<file path="src/rtl/mmix_defs.sv">
// Shared types for the MMIX memory port arbiter: access size, FSM state, requester id.
// Latency: none (types and a pure helper function only).
// Backpressure: none.
package mmix_defs;

  // MMIX access sizes; the value is log2 of the byte count.
  typedef enum logic [1:0] {
    BYTE  = 2'd0,
    WYDE  = 2'd1,
    TETRA = 2'd2,
    OCTA  = 2'd3
  } datasize_e;

  typedef enum logic [2:0] {
    S_IDLE,
    S_RD_CMD,
    S_RD_DATA,
    S_WR_CMD,
    S_DONE
  } arb_state_e;

  typedef enum logic {
    REQ_IF = 1'b0,
    REQ_LS = 1'b1
  } req_id_e;

  // Byte count minus one; also the low address bits that MMIX ignores.
  function automatic logic [2:0] size_m1(input datasize_e ds);
    case (ds)
      BYTE:    return 3'd0;
      WYDE:    return 3'd1;
      TETRA:   return 3'd3;
      default: return 3'd7;
    endcase
  endfunction

endpackage

</file>
<file path="src/rtl/mem_lane_align.sv">
// Maps a big-endian MMIX access onto the lanes of an octa-wide bus (byteenable, store shift, load extract).
// Latency: purely combinational.
// Backpressure: none; outputs follow inputs.
// Ports: datasize/addr_lo describe the access, wdata is right-justified store data, bus_rdata is the raw
//        bus word; byteenable (bit7 = lowest address), wdata_aligned and rdata_aligned (zero-extended).
module mem_lane_align
  import mmix_defs::*;
(
  input  logic [1:0]  datasize,
  input  logic [2:0]  addr_lo,
  input  logic [63:0] wdata,
  input  logic [63:0] bus_rdata,
  output logic [7:0]  byteenable,
  output logic [63:0] wdata_aligned,
  output logic [63:0] rdata_aligned
);

  logic [2:0]  n_m1;
  logic [2:0]  off;
  logic [2:0]  lane;
  logic [5:0]  sh;
  logic [63:0] mask;
  logic [7:0]  be_base;

  always_comb begin
    n_m1    = size_m1(datasize_e'(datasize));
    // Misaligned low bits are dropped, so the access is always naturally aligned.
    off     = addr_lo & ~n_m1;
    // Lane index counted from the least significant byte: 8 - n - off.
    lane    = 3'd7 - off - n_m1;
    sh      = {lane, 3'b000};
    mask    = 64'hFFFF_FFFF_FFFF_FFFF;
    be_base = 8'hFF;
    case (datasize_e'(datasize))
      BYTE:    begin mask = 64'h0000_0000_0000_00FF; be_base = 8'h01; end
      WYDE:    begin mask = 64'h0000_0000_0000_FFFF; be_base = 8'h03; end
      TETRA:   begin mask = 64'h0000_0000_FFFF_FFFF; be_base = 8'h0F; end
      default: begin mask = 64'hFFFF_FFFF_FFFF_FFFF; be_base = 8'hFF; end
    endcase
    byteenable    = be_base << lane;
    wdata_aligned = (wdata & mask) << sh;
    rdata_aligned = (bus_rdata >> sh) & mask;
  end

endmodule

</file>
<file path="src/rtl/mem_port_arbiter.sv">
// Shares one 64-bit memory bus between instruction fetch and the LSU, with MMIX lane alignment.
// Latency: command 1 cycle after request; write done = accept+1; read done = readdatavalid+1.
// Backpressure: bus command held until !avm_waitrequest; requesters hold their level until *_done.
// Ports: if_* fetch read port, ls_* load/store port, avm_* bus master; if_err/ls_err exist only when
//        MEM_ARB_TIMEOUT_EN is defined (watchdog drops a stuck bus cycle after TIMEOUT cycles).
module mem_port_arbiter
  import mmix_defs::*;
#(
  parameter int ADDR_W     = 32,
  parameter int STARVE_MAX = 4
`ifdef MEM_ARB_TIMEOUT_EN
  , parameter int TIMEOUT  = 1023
`endif
) (
  input  logic              clk,
  input  logic              reset_n,
  input  logic [63:0]       if_address,
  input  logic [1:0]        if_datasize,
  input  logic              if_read,
  output logic [63:0]       if_readdata,
  output logic              if_done,
  input  logic [63:0]       ls_address,
  input  logic [1:0]        ls_datasize,
  input  logic              ls_read,
  input  logic              ls_write,
  input  logic [63:0]       ls_writedata,
  output logic [63:0]       ls_readdata,
  output logic              ls_done,
`ifdef MEM_ARB_TIMEOUT_EN
  output logic              if_err,
  output logic              ls_err,
`endif
  output logic [ADDR_W-1:0] avm_address,
  output logic              avm_read,
  output logic              avm_write,
  output logic [63:0]       avm_writedata,
  output logic [7:0]        avm_byteenable,
  input  logic              avm_waitrequest,
  input  logic [63:0]       avm_readdata,
  input  logic              avm_readdatavalid
);

  localparam int SW = (STARVE_MAX < 1) ? 1 : $clog2(STARVE_MAX + 1);

  arb_state_e        state_q, state_nxt;
  req_id_e           grant_q;
  logic [ADDR_W-4:0] cmd_addr_q;
  logic [1:0]        cmd_size_q;
  logic [2:0]        cmd_lo_q;
  logic [63:0]       cmd_wdata_q;
  logic [SW-1:0]     starve_q;
  logic [63:0]       if_rdata_q, ls_rdata_q;
  logic              ls_req, pick_if, load;
  logic              timeout_hit, timeout_fire;
  logic [63:0]       sel_addr;
  logic [1:0]        sel_size;
  logic [7:0]        be_raw;
  logic [63:0]       wdata_al, rdata_al;
  logic              unused_addr_bits;

  assign ls_req   = ls_read | ls_write;
  // Fetch wins only when the LSU is idle or fetch has been passed over STARVE_MAX times.
  assign pick_if  = if_read & (~ls_req | (starve_q == SW'(STARVE_MAX)));
  assign sel_addr = pick_if ? if_address : ls_address;
  assign sel_size = pick_if ? if_datasize : ls_datasize;
  assign load     = (state_q == S_IDLE) & (if_read | ls_req);
  assign unused_addr_bits = ^sel_addr[63:ADDR_W];

  // Alignment works from the latched command so a requester dropping its inputs mid-cycle is harmless.
  mem_lane_align u_align (
    .datasize      (cmd_size_q),
    .addr_lo       (cmd_lo_q),
    .wdata         (cmd_wdata_q),
    .bus_rdata     (avm_readdata),
    .byteenable    (be_raw),
    .wdata_aligned (wdata_al),
    .rdata_aligned (rdata_al)
  );

  always_ff @(posedge clk or negedge reset_n) begin
    if (!reset_n) state_q <= S_IDLE;
    else          state_q <= state_nxt;
  end

  always_comb begin
    state_nxt    = state_q;
    avm_read     = 1'b0;
    avm_write    = 1'b0;
    if_done      = 1'b0;
    ls_done      = 1'b0;
    timeout_fire = 1'b0;
    case (state_q)
      S_IDLE: begin
        if (pick_if || ls_read) state_nxt = S_RD_CMD;
        else if (ls_write)      state_nxt = S_WR_CMD;
      end
      S_RD_CMD: begin
        avm_read = 1'b1;
        if (!avm_waitrequest) state_nxt = S_RD_DATA;
        else if (timeout_hit) begin state_nxt = S_DONE; timeout_fire = 1'b1; end
      end
      S_RD_DATA: begin
        if (avm_readdatavalid) state_nxt = S_DONE;
        else if (timeout_hit)  begin state_nxt = S_DONE; timeout_fire = 1'b1; end
      end
      S_WR_CMD: begin
        avm_write = 1'b1;
        if (!avm_waitrequest) state_nxt = S_DONE;
        else if (timeout_hit) begin state_nxt = S_DONE; timeout_fire = 1'b1; end
      end
      S_DONE: begin
        if_done   = (grant_q == REQ_IF);
        ls_done   = (grant_q == REQ_LS);
        state_nxt = S_IDLE;
      end
      default: state_nxt = S_IDLE;
    endcase
  end

  always_ff @(posedge clk or negedge reset_n) begin
    if (!reset_n) begin
      grant_q     <= REQ_IF;
      cmd_addr_q  <= '0;
      cmd_size_q  <= '0;
      cmd_lo_q    <= '0;
      cmd_wdata_q <= '0;
    end else if (load) begin
      grant_q     <= pick_if ? REQ_IF : REQ_LS;
      cmd_addr_q  <= sel_addr[ADDR_W-1:3];
      cmd_size_q  <= sel_size;
      cmd_lo_q    <= sel_addr[2:0];
      cmd_wdata_q <= ls_writedata;
    end
  end

  // Counts LSU grants that pass over a waiting fetch; any gap in if_read restarts the count.
  always_ff @(posedge clk or negedge reset_n) begin
    if (!reset_n)                              starve_q <= '0;
    else if (!if_read)                         starve_q <= '0;
    else if (load && pick_if)                  starve_q <= '0;
    else if (load && starve_q != SW'(STARVE_MAX)) starve_q <= starve_q + SW'(1);
  end

  always_ff @(posedge clk or negedge reset_n) begin
    if (!reset_n) begin
      if_rdata_q <= '0;
      ls_rdata_q <= '0;
    end else if (state_q == S_RD_DATA && avm_readdatavalid) begin
      if (grant_q == REQ_IF) if_rdata_q <= rdata_al;
      else                   ls_rdata_q <= rdata_al;
    end else if (timeout_fire) begin
      if (grant_q == REQ_IF) if_rdata_q <= '1;
      else                   ls_rdata_q <= '1;
    end
  end

`ifdef MEM_ARB_TIMEOUT_EN
  localparam int TW = $clog2(TIMEOUT + 1);
  logic [TW-1:0] wd_cnt_q;
  logic          err_q;

  // Spans the whole bus transaction (command plus data wait), restarting for every grant.
  always_ff @(posedge clk or negedge reset_n) begin
    if (!reset_n)                                     wd_cnt_q <= '0;
    else if (state_q == S_IDLE || state_q == S_DONE)  wd_cnt_q <= '0;
    else if (wd_cnt_q != TW'(TIMEOUT))                wd_cnt_q <= wd_cnt_q + TW'(1);
  end

  always_ff @(posedge clk or negedge reset_n) begin
    if (!reset_n)          err_q <= 1'b0;
    else if (load)         err_q <= 1'b0;
    else if (timeout_fire) err_q <= 1'b1;
  end

  assign timeout_hit = (wd_cnt_q == TW'(TIMEOUT));
  assign if_err      = if_done & err_q;
  assign ls_err      = ls_done & err_q;
`else
  assign timeout_hit = 1'b0;
`endif

  assign avm_address    = {cmd_addr_q, 3'b000};
  assign avm_byteenable = (avm_read | avm_write) ? be_raw : 8'h00;
  assign avm_writedata  = avm_write ? wdata_al : 64'h0;
  assign if_readdata    = if_rdata_q;
  assign ls_readdata    = ls_rdata_q;

endmodule

</file>
<file path="config.mk">
export PLATFORM = sky130hd
export DESIGN_NAME = mem_port_arbiter
export DESIGN_NICKNAME = d
export VERILOG_FILES = /design/src/rtl/mmix_defs.sv /design/src/rtl/mem_lane_align.sv /design/src/rtl/mem_port_arbiter.sv
export SDC_FILE = /design/constraint.sdc
export NUM_CORES = 1
export LEC_CHECK = 0
export ABC_CLOCK_PERIOD_IN_PS = 3900
export BUFFER_PORTS_ARGS = -buffer_cell sky130_fd_sc_hd__buf_2
export CORE_AREA = 5 5 192 194
export DETAILED_ROUTE_END_ITERATION = 16
export DIE_AREA = 0 0 197 199
export SLEW_MARGIN = 20
export SYNTH_ARGS = -nofsm -noshare
export SYNTH_HDL_FRONTEND = slang
export SYNTH_HIERARCHICAL = 1
export SYNTH_SLANG_ARGS = --single-unit
</file>
<file path="constraint.sdc">
create_clock -name clk -period 3.9 [get_ports clk]
set_input_delay 0.195 -clock clk [delete_from_list [all_inputs] [get_ports clk]]
set_output_delay 0.195 -clock clk [all_outputs]
set_load 0.05 [all_outputs]
</file>
==> results.sh <==
export IMPL_cts_sinks=233
export IMPL_vias_per_cell=5.42
export IMPL_seq_area_frac_synth_pct=44.9
export IMPL_design_area_mm2=0.0179
export IMPL_worst_setup_path_start_kind="flop"
export IMPL_placed_area_mm2=0.0156
export IMPL_p_leak_nw=8.99
export IMPL_endpoint_kind="output port"
export IMPL_setup_viol=0
export IMPL_clockRootBuffer="clkbuf_16"
export IMPL_tritoncts="yes"
export IMPL_antenna_left=0
export IMPL_grt_max_degree=95
export IMPL_drtIter0Drc=926
export IMPL_max_clock_freq_ghz=0.273
export IMPL_die_y_um=199
export IMPL_maxCapViolations=0
export IMPL_clk_pin_slew_ns=0.06
export IMPL_cts_resized_gates=0
export IMPL_cts_buffers=27
export IMPL_grt_first_pass_wirelength_mm=73.3
export IMPL_clock_skew_ns=0.0229
export IMPL_dieArea_mm2=0.0392
export IMPL_yosysWarnings=6
export IMPL_grt_use_total_pct=24.0
export IMPL_ir_drop_mv=0.719
export IMPL_hold_path_class="in2reg"
export IMPL_period_share_pct=94.0
export IMPL_wl_mm=49.6
export IMPL_nNetsFinal=1968
export IMPL_worst_slew_pin_slew_ns=1.05
export IMPL_ff2ff_setup_slack_ns=0.92
export IMPL_timing_hold_violations_final=0
export IMPL_fin_setup_tns_ns=0
export IMPL_status="complete, no violations"
export IMPL_critPathRequiredTime_ns=3.70
export IMPL_gr_total_overflow=0
export IMPL_drc_errors=0
export IMPL_grt_pass1_vias=11900
export IMPL_ys_types=60
export IMPL_core_rowCount=69
export IMPL_detailed_place_hpwl_mm=35.5
export IMPL_die_width_um=197
export IMPL_final_layout_size_suffix_gt1_share_pct=42.8
export IMPL_start_util_pct=37.0
export IMPL_final_min_clock_period_ns=3.67
export IMPL_place_congestion=0.889
export IMPL_ys_flop_type="dfrtp_1"
export IMPL_ys_ff_latch=233
export IMPL_cts_htree_levels=1
export IMPL_area_delta_synth_final_pct=37.8
export IMPL_cp_arrival_ns=3.47
export IMPL_async_flop_share_pct=100
export IMPL_syn_inst=1173
export IMPL_wl_per_cell_um=22.7
export IMPL_drv_slew=0
export IMPL_antenna_found_initial=2
export IMPL_cp_max_fo=28
export IMPL_synth_area_mm2=0.0130
export IMPL_fp_coreArea_mm2=0.0351
export IMPL_rsz0062_at_grt="no"
export IMPL_clk_latency_ns=0.55
export IMPL_relSlewSlack_pct=29.9
export IMPL_vias=11800
export IMPL_synth_edf_count=0
export IMPL_place_port_buffers=435
export IMPL_cts_max_path_buffers=3
export IMPL_first_pass_iters=5
export IMPL_io_pins=503
export IMPL_synth_area_per_cell_um2=11.1
export IMPL_power_density_mw_per_mm2=983
export IMPL_worstSetupPathType="reg2out"
## what timing repair did
action                    in CTS  in global routing
hold endpoints to repair     192                  0
hold buffers                 126                  0
setup buffers                  0                  0
## per-layer routing
layer | vias to the layer above | global-route usage, % | share of wire [%]
li1 | 5338 | - | -
met1 | 5850 | 31.2 | 40
met2 | 555 | 40.9 | 49
met3 | 91 | 4.23 | 7.5
met4 | 0 | 7.52 | 3.3
met5 | - | 0 | 0
## state kept, by name (all words and copies together) (netlist names)
register     flops
cmd_wdata_q     64
if_readdata     64
ls_readdata     64
cmd_addr_q      29
cmd_lo_q         3
starve_q         3
state_q          3
cmd_size_q       2
grant_q          1
## worst max-delay path, stage by stage, from the launching register on
cell,delay [ns]
dfrtp_1,0.39
or2_2,0.35
ha_4,0.57
inv_2,0.33
nor2_1,0.42
a22oi_1,0.23
o22ai_1,0.19
and2_1,0.17
buf_2,0.27
## final timing paths
kind / cells past startpoint / startpoint / end
max in group asynchronous: 3 / reset_n / cmd_size_q[1]
min in group asynchronous: 2 / reset_n / ls_readdata[6]
setup reg to reg: 6 / cmd_size_q[1] / ls_readdata[28]
hold / removal: 3 / if_address[8] / cmd_addr_q[5]
hold reg to reg: 1 / if_readdata[19] / if_readdata[19]
setup / recovery: 8 / cmd_lo_q[1] / avm_writedata[49]
## layout by cell type (no fill, tap or decap), types with 11 or more instances in the layout
cell type	n
o21ai_0	39
nand2_1	73
a22oi_1	13
dfrtp_1	232
nand3_1	14
nor2_1	65
and3_1	17
buf_2	434
mux2_2	149
o22ai_1	23
mux2i_1	42
a21oi_1	34
and4_1	34
a221o_2	29
mux2_1	50
buf_4	30
clkbuf_16	27
inv_1	11
and2_1	83
dlygate4sd3_1	126
## cell families after synthesis
group / count (synthesis) / share of synthesized area [%]
simple gates: 340 / 14.7
mux: 257 / 22.8
flops: 233 / 44.9
compound gates: 215 / 12.0
buf+inv: 117 / 4.81
fa+ha+maj: 4 / 0.385
xor+xnor: 4 / 0.270
other cells: 3 / 0.0867
## stage by stage
step / power (mW) / cells / util (%) / setup WS, ns / hold slack, ns
finish: 17.6 / 2182 / 51.1 / 0.233 / 0.0364
global placement: 14.3 / 2002 / 44.5 / 0.817 / 0.265
detailed placement: 14.4 / 2002 / 44.5 / 0.802 / 0.271
CTS: 17.6 / 2178 / 50.9 / 0.191 / 0.00326
global route: 18.5 / 2181 / 51.1 / 0.0296 / 0.00661
floorplan: 11.5 / 1175 / - / 0.664 / -0.101
## Yosys cell counts (all sizes together) (9+ instances only)
master / instances / area share, %
buf: 54 / 3.0
o2bb2ai: 9 / 0.61
nand3: 15 / 0.58
a221o: 34 / 2.9
a31oi: 9 / 0.43
nor2b: 10 / 0.54
and2: 87 / 4.2
and4: 34 / 2.3
a22oi: 13 / 0.75
o21ai: 40 / 1.5
o22ai: 23 / 1.1
mux2: 209 / 18
clkbuf: 51 / 1.5
dfrtp: 233 / 45
mux2i: 42 / 3.2
a21oi: 34 / 1.3
and3: 17 / 0.82
nand2: 74 / 2.2
nor2: 66 / 1.9
a2bb2oi: 9 / 0.61
inv: 12 / 0.35
## area by class of cell
class | instances | area [um^2]
repair buffers | 598 | 3810
inverters | 12 | 45.0
flip-flops and latches | 233 | 5830
diodes | 3 | 7.51
clock buffers | 34 | 742
well taps | 461 | 577
multi-input cells | 825 | 6630
clock inverters | 16 | 253
fillers | 3162 | 17200
## power by group
part	leakage [nW]	internal (mW)	total [mW]	switching (mW)
Sequential	2.98	3.44	4.21	0.770
Clock	0.485	1.75	2.85	1.09
Combinational	5.53	3.70	10.5	6.84
Total	8.99	8.89	17.6	8.70
Note: power is estimated with default switching activity, not from simulation.
